## src/rtl/pc_seq_pkg.sv

```systemverilog
// Shared definitions for the PC sequencer: FSM state encoding, instruction
// size and the default boot address.
package pc_seq_pkg;

   typedef enum logic [1:0] {
      BOOT     = 2'd0,
      RUN      = 2'd1,
      WAIT_MEM = 2'd2
   } pc_seq_state_t;

   localparam int unsigned INSTR_BYTES = 4;
   localparam logic [31:0] DEFAULT_RESET_VECTOR = 32'h0000_0000;

endpackage

```

## src/rtl/pc_redirect_latch.sv

```systemverilog
// Holds a redirect that could not be applied because instruction memory was
// stalled. A new set always wins over a clear, so the youngest redirect seen
// while waiting is the one that is eventually taken.
module pc_redirect_latch
   import pc_seq_pkg::*;
#(
   parameter int XLEN = 32
) (
   input  logic            clk,
   input  logic            Reset,
   input  logic            set,
   input  logic            clear,
   input  logic [XLEN-1:0] set_target,
   output logic            pend,
   output logic [XLEN-1:0] pend_target
);

   logic            pend_reg;
   logic [XLEN-1:0] target_reg;

   // Pending flag and target: reset clears, set overwrites, clear drops.
   always_ff @(posedge clk) begin
      if (Reset) begin
         pend_reg   <= 1'b0;
         target_reg <= '0;
      end else if (set) begin
         pend_reg   <= 1'b1;
         target_reg <= set_target;
      end else if (clear) begin
         pend_reg   <= 1'b0;
      end
   end

   assign pend        = pend_reg;
   assign pend_target = target_reg;

endmodule

```

## src/rtl/pc_sequencer.sv

```systemverilog
// PC / IF-ID sequencer: chooses the next PC and the IF/ID enable and flush,
// arbitrating boot hold, redirects, load-use stalls and imem wait states.
module pc_sequencer
   import pc_seq_pkg::*;
#(
   parameter int              XLEN         = 32,
   parameter logic [XLEN-1:0] RESET_VECTOR = DEFAULT_RESET_VECTOR,
   parameter int              BOOT_CYCLES  = 2
) (
   input  logic            clk,
   input  logic            Reset,
   input  logic [XLEN-1:0] pc_cur,
   input  logic            branch_taken,
   input  logic [XLEN-1:0] branch_target,
   input  logic            jump,
   input  logic [XLEN-1:0] jump_target,
   input  logic            load_use_stall,
   input  logic            imem_ready,
   output logic [XLEN-1:0] pc_next,
   output logic            pc_le,
   output logic            ifid_le,
   output logic            ifid_flush,
   output logic            fetch_valid,
   output logic [1:0]      state
);

   localparam int CW = (BOOT_CYCLES > 1) ? $clog2(BOOT_CYCLES) : 1;

   pc_seq_state_t   state_reg, state_next;
   logic [CW-1:0]   cnt_reg, cnt_next;

   logic            redirect;
   logic [XLEN-1:0] redirect_target;
   logic [XLEN-1:0] pc_seq;
   logic            latch_set;
   logic            latch_clear;
   logic            pend;
   logic [XLEN-1:0] pend_target;

   // EX-stage branch is older than the ID-stage jump, so it takes precedence.
   assign redirect        = branch_taken | jump;
   assign redirect_target = branch_taken ? branch_target : jump_target;
   assign pc_seq          = pc_cur + XLEN'(INSTR_BYTES);

   pc_redirect_latch #(
      .XLEN (XLEN)
   ) u_redirect_latch (
      .clk         (clk),
      .Reset       (Reset),
      .set         (latch_set),
      .clear       (latch_clear),
      .set_target  (redirect_target),
      .pend        (pend),
      .pend_target (pend_target)
   );

   // State and boot counter registers.
   always_ff @(posedge clk) begin
      if (Reset) begin
         state_reg <= BOOT;
         cnt_reg   <= '0;
      end else begin
         state_reg <= state_next;
         cnt_reg   <= cnt_next;
      end
   end

   // Next-state and output decode from registered state plus current inputs.
   always_comb begin
      state_next  = state_reg;
      cnt_next    = cnt_reg;
      pc_next     = pc_seq;
      pc_le       = 1'b0;
      ifid_le     = 1'b0;
      ifid_flush  = 1'b0;
      fetch_valid = 1'b0;
      latch_set   = 1'b0;
      latch_clear = 1'b0;
      case (state_reg)
         BOOT: begin
            // Keep loading the boot address; all redirects and stalls ignored.
            pc_next    = RESET_VECTOR;
            pc_le      = 1'b1;
            ifid_flush = 1'b1;
            if (cnt_reg == CW'(BOOT_CYCLES - 1)) begin
               state_next = RUN;
               cnt_next   = '0;
            end else begin
               cnt_next = cnt_reg + CW'(1);
            end
         end
         RUN: begin
            if (redirect) begin
               pc_next    = redirect_target;
               ifid_le    = 1'b1;
               ifid_flush = 1'b1;
               if (imem_ready) begin
                  pc_le = 1'b1;
               end else begin
                  latch_set  = 1'b1;
                  state_next = WAIT_MEM;
               end
            end else if (load_use_stall) begin
               // Freeze PC and IF/ID; all enables already low.
            end else if (!imem_ready) begin
               ifid_le    = 1'b1;
               ifid_flush = 1'b1;
               state_next = WAIT_MEM;
            end else begin
               pc_le       = 1'b1;
               ifid_le     = 1'b1;
               fetch_valid = 1'b1;
            end
         end
         WAIT_MEM: begin
            ifid_le    = 1'b1;
            ifid_flush = 1'b1;
            if (!imem_ready) begin
               if (redirect) begin
                  pc_next   = redirect_target;
                  latch_set = 1'b1;
               end else if (pend) begin
                  pc_next = pend_target;
               end
            end else begin
               state_next  = RUN;
               latch_clear = 1'b1;
               if (redirect) begin
                  pc_next = redirect_target;
                  pc_le   = 1'b1;
               end else if (pend) begin
                  pc_next = pend_target;
                  pc_le   = 1'b1;
               end else if (load_use_stall) begin
                  ifid_le    = 1'b0;
                  ifid_flush = 1'b0;
               end else begin
                  ifid_flush  = 1'b0;
                  pc_le       = 1'b1;
                  fetch_valid = 1'b1;
               end
            end
         end
         default: begin
            // Unused encoding: recover through boot.
            pc_next    = RESET_VECTOR;
            pc_le      = 1'b1;
            ifid_flush = 1'b1;
            state_next = BOOT;
            cnt_next   = '0;
         end
      endcase
   end

   assign state = state_reg;

endmodule

```

## config.mk

```make
export PLATFORM = sky130hd
export DESIGN_NAME = pc_sequencer
export DESIGN_NICKNAME = d
export VERILOG_FILES = /design/src/rtl/pc_seq_pkg.sv /design/src/rtl/pc_redirect_latch.sv /design/src/rtl/pc_sequencer.sv
export SDC_FILE = /design/constraint.sdc
export NUM_CORES = 1
export LEC_CHECK = 0
export CORE_AREA = 5 5 91 93
export CTS_CLUSTER_DIAMETER = 50
export DETAILED_ROUTE_END_ITERATION = 8
export DIE_AREA = 0 0 96 98
export PLACE_DENSITY = 0.86
export SLEW_MARGIN = 40
export SYNTH_ARGS = -nofsm -noshare
export SYNTH_HDL_FRONTEND = slang
export SYNTH_SLANG_ARGS = --single-unit
```

## constraint.sdc

```tcl
create_clock -name clk -period 4.3 [get_ports clk]
set_input_delay 0.86 -clock clk [delete_from_list [all_inputs] [get_ports clk]]
set_output_delay 0.86 -clock clk [all_outputs]
set_load 0.02 [all_outputs]
```

Word-level counts from Yosys, hierarchy flattened --
Index checks and enable logic that the tools add are counted.
Storage, ports and cells: bits of input ports 102, word-level logic and storage cells 59, bits in registers 36
Cells by class: reduce and logical (&&, ||, !) cells 4, mux-type cells 43, bitwise gates (word level) 1, equality and inequality tests 5, add/sub/neg operators 2
Operator list (number):
- two-way mux 32 bit | 4
- one-hot mux 32 bit (2 select lines) | 1
- adder 32 x 3 -> 32 bit, second input constant | 1
- two-way mux 1 bit | 26
- one-hot mux 1 bit (2 select lines) | 6
- two-way mux 2 bit | 5
- one-hot mux 2 bit (3 select lines) | 1
- != test 2 bit, second input constant | 2
- != test 3 bit, second input constant | 1
- AND reduction 3 bit | 1
- equality test 2 x 1 -> 1 bit, second input constant | 1
- equality test 2 bit, second input constant | 1
- logical NOT 2 bit | 1
- nonzero test 2 bit | 1
- OR reduction 2 bit | 1
- adder 1 bit, second input constant | 1
- OR 1 bit | 1

Depth between registers and ports, before layout --
depth after elaboration 5, depth in mapped cells 9, depth with buffers taken out 7

Hierarchy --
A second synthesis with hierarchy kept.
Unflattened totals: cells, all modules 436, area, all modules 3372.0 um^2
By module, submodules not included:
- pc_sequencer | seq. area each 60.1 um^2, cells an instance 328, area an instance 2167.1 um^2, times used 1
- pc_redirect_latch | seq. area each 660.6 um^2, cells an instance 108, area an instance 1204.9 um^2, times used 1

Worst setup path after synthesis --
Ideal clock, no wire load.
path type input port to output port, start input pc_cur[2], end output pc_next[26], stages on the path 7, data required time 3440 ps, arrival 2834 ps, setup slack 606 ps, cells stage by stage ha_1 > nand3_2 > or4_1 > clkbuf_1 > nor3_1 > xnor2_1 > a221oi_1
Between the ends: longest elaborated chain between the ends 4
Ends and longest elaborated chain:
- from (decl) | RTL line pc_sequencer.sv:12 | input logic [XLEN-1:0] pc_cur,
- adder 32 x 3 -> 32 bit (*) | RTL line pc_sequencer.sv:43 | assign pc_seq = pc_cur + XLEN'(INSTR_BYTES);
- two-way mux 32 bit | RTL line pc_sequencer.sv:122, pc_sequencer.sv:131
- two-way mux 32 bit | RTL line pc_sequencer.sv:119, pc_sequencer.sv:128
- one-hot mux 32 bit (2 select lines) (*) | RTL line pc_sequencer.sv:79 | case (state_reg)
- to (decl) | RTL line pc_sequencer.sv:19 | output logic [XLEN-1:0] pc_next,
Every way passes the cells marked *; elsewhere a longest branch is shown, timed or not.

Worst setup path after layout --
start input pc_cur[2], end output pc_next[18]
Same word-level chain as after synthesis.

==> run metrics <==
status completed; worst path bufs/invs 2; # setup viols final 0; IO Count 140; syn nets 568; Adder-Cell Fraction of Synth Area 0.0185; # DRC 0; setup_tns 0 ns; Clock Sinks 36; fin crit share 0.977; post-layout minimum cycle time 4.20 ns; required time at the worst-slack endpoint 3.44 ns; CORE AREA 7450 um^2; mux contribution to synthesized area 0.113; number of synthesized flops with an enable pin 0; Rel. slew slack 0.508; crit path launch type primary input; RSZ-0062 raised after global routing no; Finished Core Util 0.704; Synth Area in Simple Gates 0.216; CP max-delay cell or4_4; Setup WS post-layout 0.101 ns; starting density of the core 0.455; Final HPWL DP 10100 um; Post-Syn Area 3390 um^2; Total GRT Usage 0.277; Netlist cell types 52; WL/cell 18.6 um; CP Data Arrival Time 3.34 ns; Setup CP Type in -> out; via count 4411; first-pass GRT wire length 21000 um; Fin Clk Skew 0.00569 ns; Post-Place Cells 713; Synth Warn # 0; hold_ws 0.476 ns; max-slew violation count 0; fillers 601; crit-path max cell delay 0.59 ns; chip height 98 um; dpl ws -0.260 ns; most used routing layer met2; Routed WL 13400 um; Clk Latency, worst-skew pair 0.30 ns; Seq/Total Area, Yosys 0.213; Hold Path Class reg -> reg; H-tree Lvls 2; CTS tree yes; initial drt markers 355; critical path endpoint category output pin; Buffers on Ports 139; initial antenna violation count 1; top_reg_cell synth dfxtp_1; Final Instance Count excl. Fillers 722; clk buf depth 2; share of post-route cells with drive strength above 1 0.116; Leak 2.07 nW; Mean Syn Cell Area 7.36 um^2; Final ANT Viol Nets 0; Hold Violations, Final 0; die area 9410 um^2; Worst Path Max Fanout 4; Pwr per Cell Area 309 nW/um^2; Final Power 1.62 mW; largest family of logic cells by synthesized area compound AO/OA/AOI/OAI gates; Root Buffer clkbuf_8; First-pass DRT Iterations 7; Fmax achieved 238 MHz; GP Congestion 0.896; flops & latches, synth 36; Max Cap Violations 0; CTS buffer count 5; final instance area 5250 um^2; post-CTS setup repair buffer count 0; CP delay by family, top simple AND/OR/NAND/NOR gates; Die W 96 um; Synth Area in Compound Gates 0.338; Placed Area 5140 um^2; Via density 6.11; critical path, cell by cell clkdlybuf4s50_1 -> ha_1 -> nand3_2 -> or4_4 -> or3_1 -> a31oi_1 -> o31a_1 -> clkdlybuf4s15_1; fin nets 725; Reg clk slew, reported paths 0.07 ns; post-synthesis xor/xnor area fraction 0.0439; M1 GR Usage 0.318; total grt overflow 0; worst slew pin tran 0.736 ns; synth-to-layout area growth 54.7%; post-synthesis cell count 461; largest net degree at the start of global routing 43; met3 Resource Use GR 0.0747; Post-synth ARST share 0; max FFs per register 32; met2 Use GR 0.475; vias in the first global route 4406; row count 32; Peak VDD IR 0.164 mV
[placed cells by master (no fill, tap or decap), drive strengths merged, types with 11 or more instances in the layout]
| master | instances |
|---|---|
| mux2i | 36 |
| xor2 | 11 |
| clkdlybuf4s50 | 118 |
| buf | 49 |
| o221ai | 15 |
| a211oi | 33 |
| nand2 | 22 |
| dfxtp | 36 |
| a21oi | 38 |
| nand3 | 16 |
| inv | 14 |
| o21ai | 30 |
| clkbuf | 11 |
| nor2 | 53 |
[path summary, 6_finish.rpt]
path	from	to	slack (ns)	depth (start not counted)
setup / recovery	pc_cur[2]	pc_next[18]	0.10	8
hold / removal	cnt_reg	cnt_reg	0.48	2
setup reg to reg	state[0]	u_redirect_latch.pend_target[1]	1.97	8
hold reg to reg	cnt_reg	cnt_reg	0.48	2
[timing repair]
item / in CTS / in global routing
hold buffers: 0 / 0
cloned: 0 / 0
endpoints found under the setup margin: 13 / 15
pin swaps: 0 / 0
resized for setup: 13 / 19
[routing by layer]
layer  up-vias  routed length [um]
li1       2080                   -
met1      2027                5120
met2       259                6410
met3        45                1390
met4         0                 483
met5         -                   0
[cells in the mapped netlist, drive strengths merged (2+ instances only)]
cell type | count | area, um^2
nand3 | 16 | 110
xnor2 | 6 | 52.6
nand4 | 6 | 43.8
ha | 5 | 62.6
a21o | 4 | 30.0
clkbuf | 32 | 120
o22ai | 5 | 31.3
a22oi | 10 | 75.1
nor3 | 10 | 50.1
a21boi | 4 | 30.0
buf | 5 | 21.3
dfxtp | 36 | 721
or4 | 4 | 37.5
a211oi | 33 | 248
a222oi | 3 | 30.0
o211ai | 2 | 15.0
o221ai | 15 | 131
a21oi | 38 | 190
nand2b | 3 | 18.8
and4 | 3 | 26.3
o31a | 4 | 35.0
mux2 | 2 | 22.5
a31oi | 5 | 31.3
inv | 14 | 52.6
and2 | 7 | 43.8
nand2 | 22 | 82.6
nor2 | 53 | 199
mux2i | 36 | 360
or3 | 3 | 18.8
xor2 | 11 | 96.3
a221oi | 8 | 70.1
o21ai | 30 | 150
and3 | 3 | 18.8
nor4 | 10 | 62.6
[worst min-delay path, delay by kind of cell, from the launching register on]
kind | cells | cell delay (ns)
AO/OA/AOI/OAI | 1 | 0.05
flip-flops | 1 | 0.32
AND/OR/NAND/NOR | 1 | 0.06
[report_power, final]
group,leakage (nW),total (mW),switching (mW),internal [mW]
combinational,1.73,0.931,0.523,0.407
clock,0.0455,0.263,0.132,0.131
sequential,0.292,0.426,0.0369,0.389
total,2.07,1.62,0.692,0.927
[area by class of cell]
cell class              instances  area [um^2]  area share
multi-input cells             373         2500       0.476
well taps                     102          128      0.0243
repair buffers                187         1750       0.334
inverters                      15         56.3      0.0107
diodes                          1         2.50    0.000477
clock buffers                   8         90.1      0.0172
flip-flops and latches         36          721       0.137
[logic make-up (layout without fill, tap and decap cells)]
family                     after synthesis  in the layout
muxes                                   38             38
adders and majority gates                5              5
and+or+nand+nor                        143            143
buffers and inverters                   52            210
other                                    0              1
AOI/OAI and AO/OA                      170            170
DFF                                     36             36
xor gates and xnor gates                17             17
No activity file was read; power rests on OpenSTA's default activity.
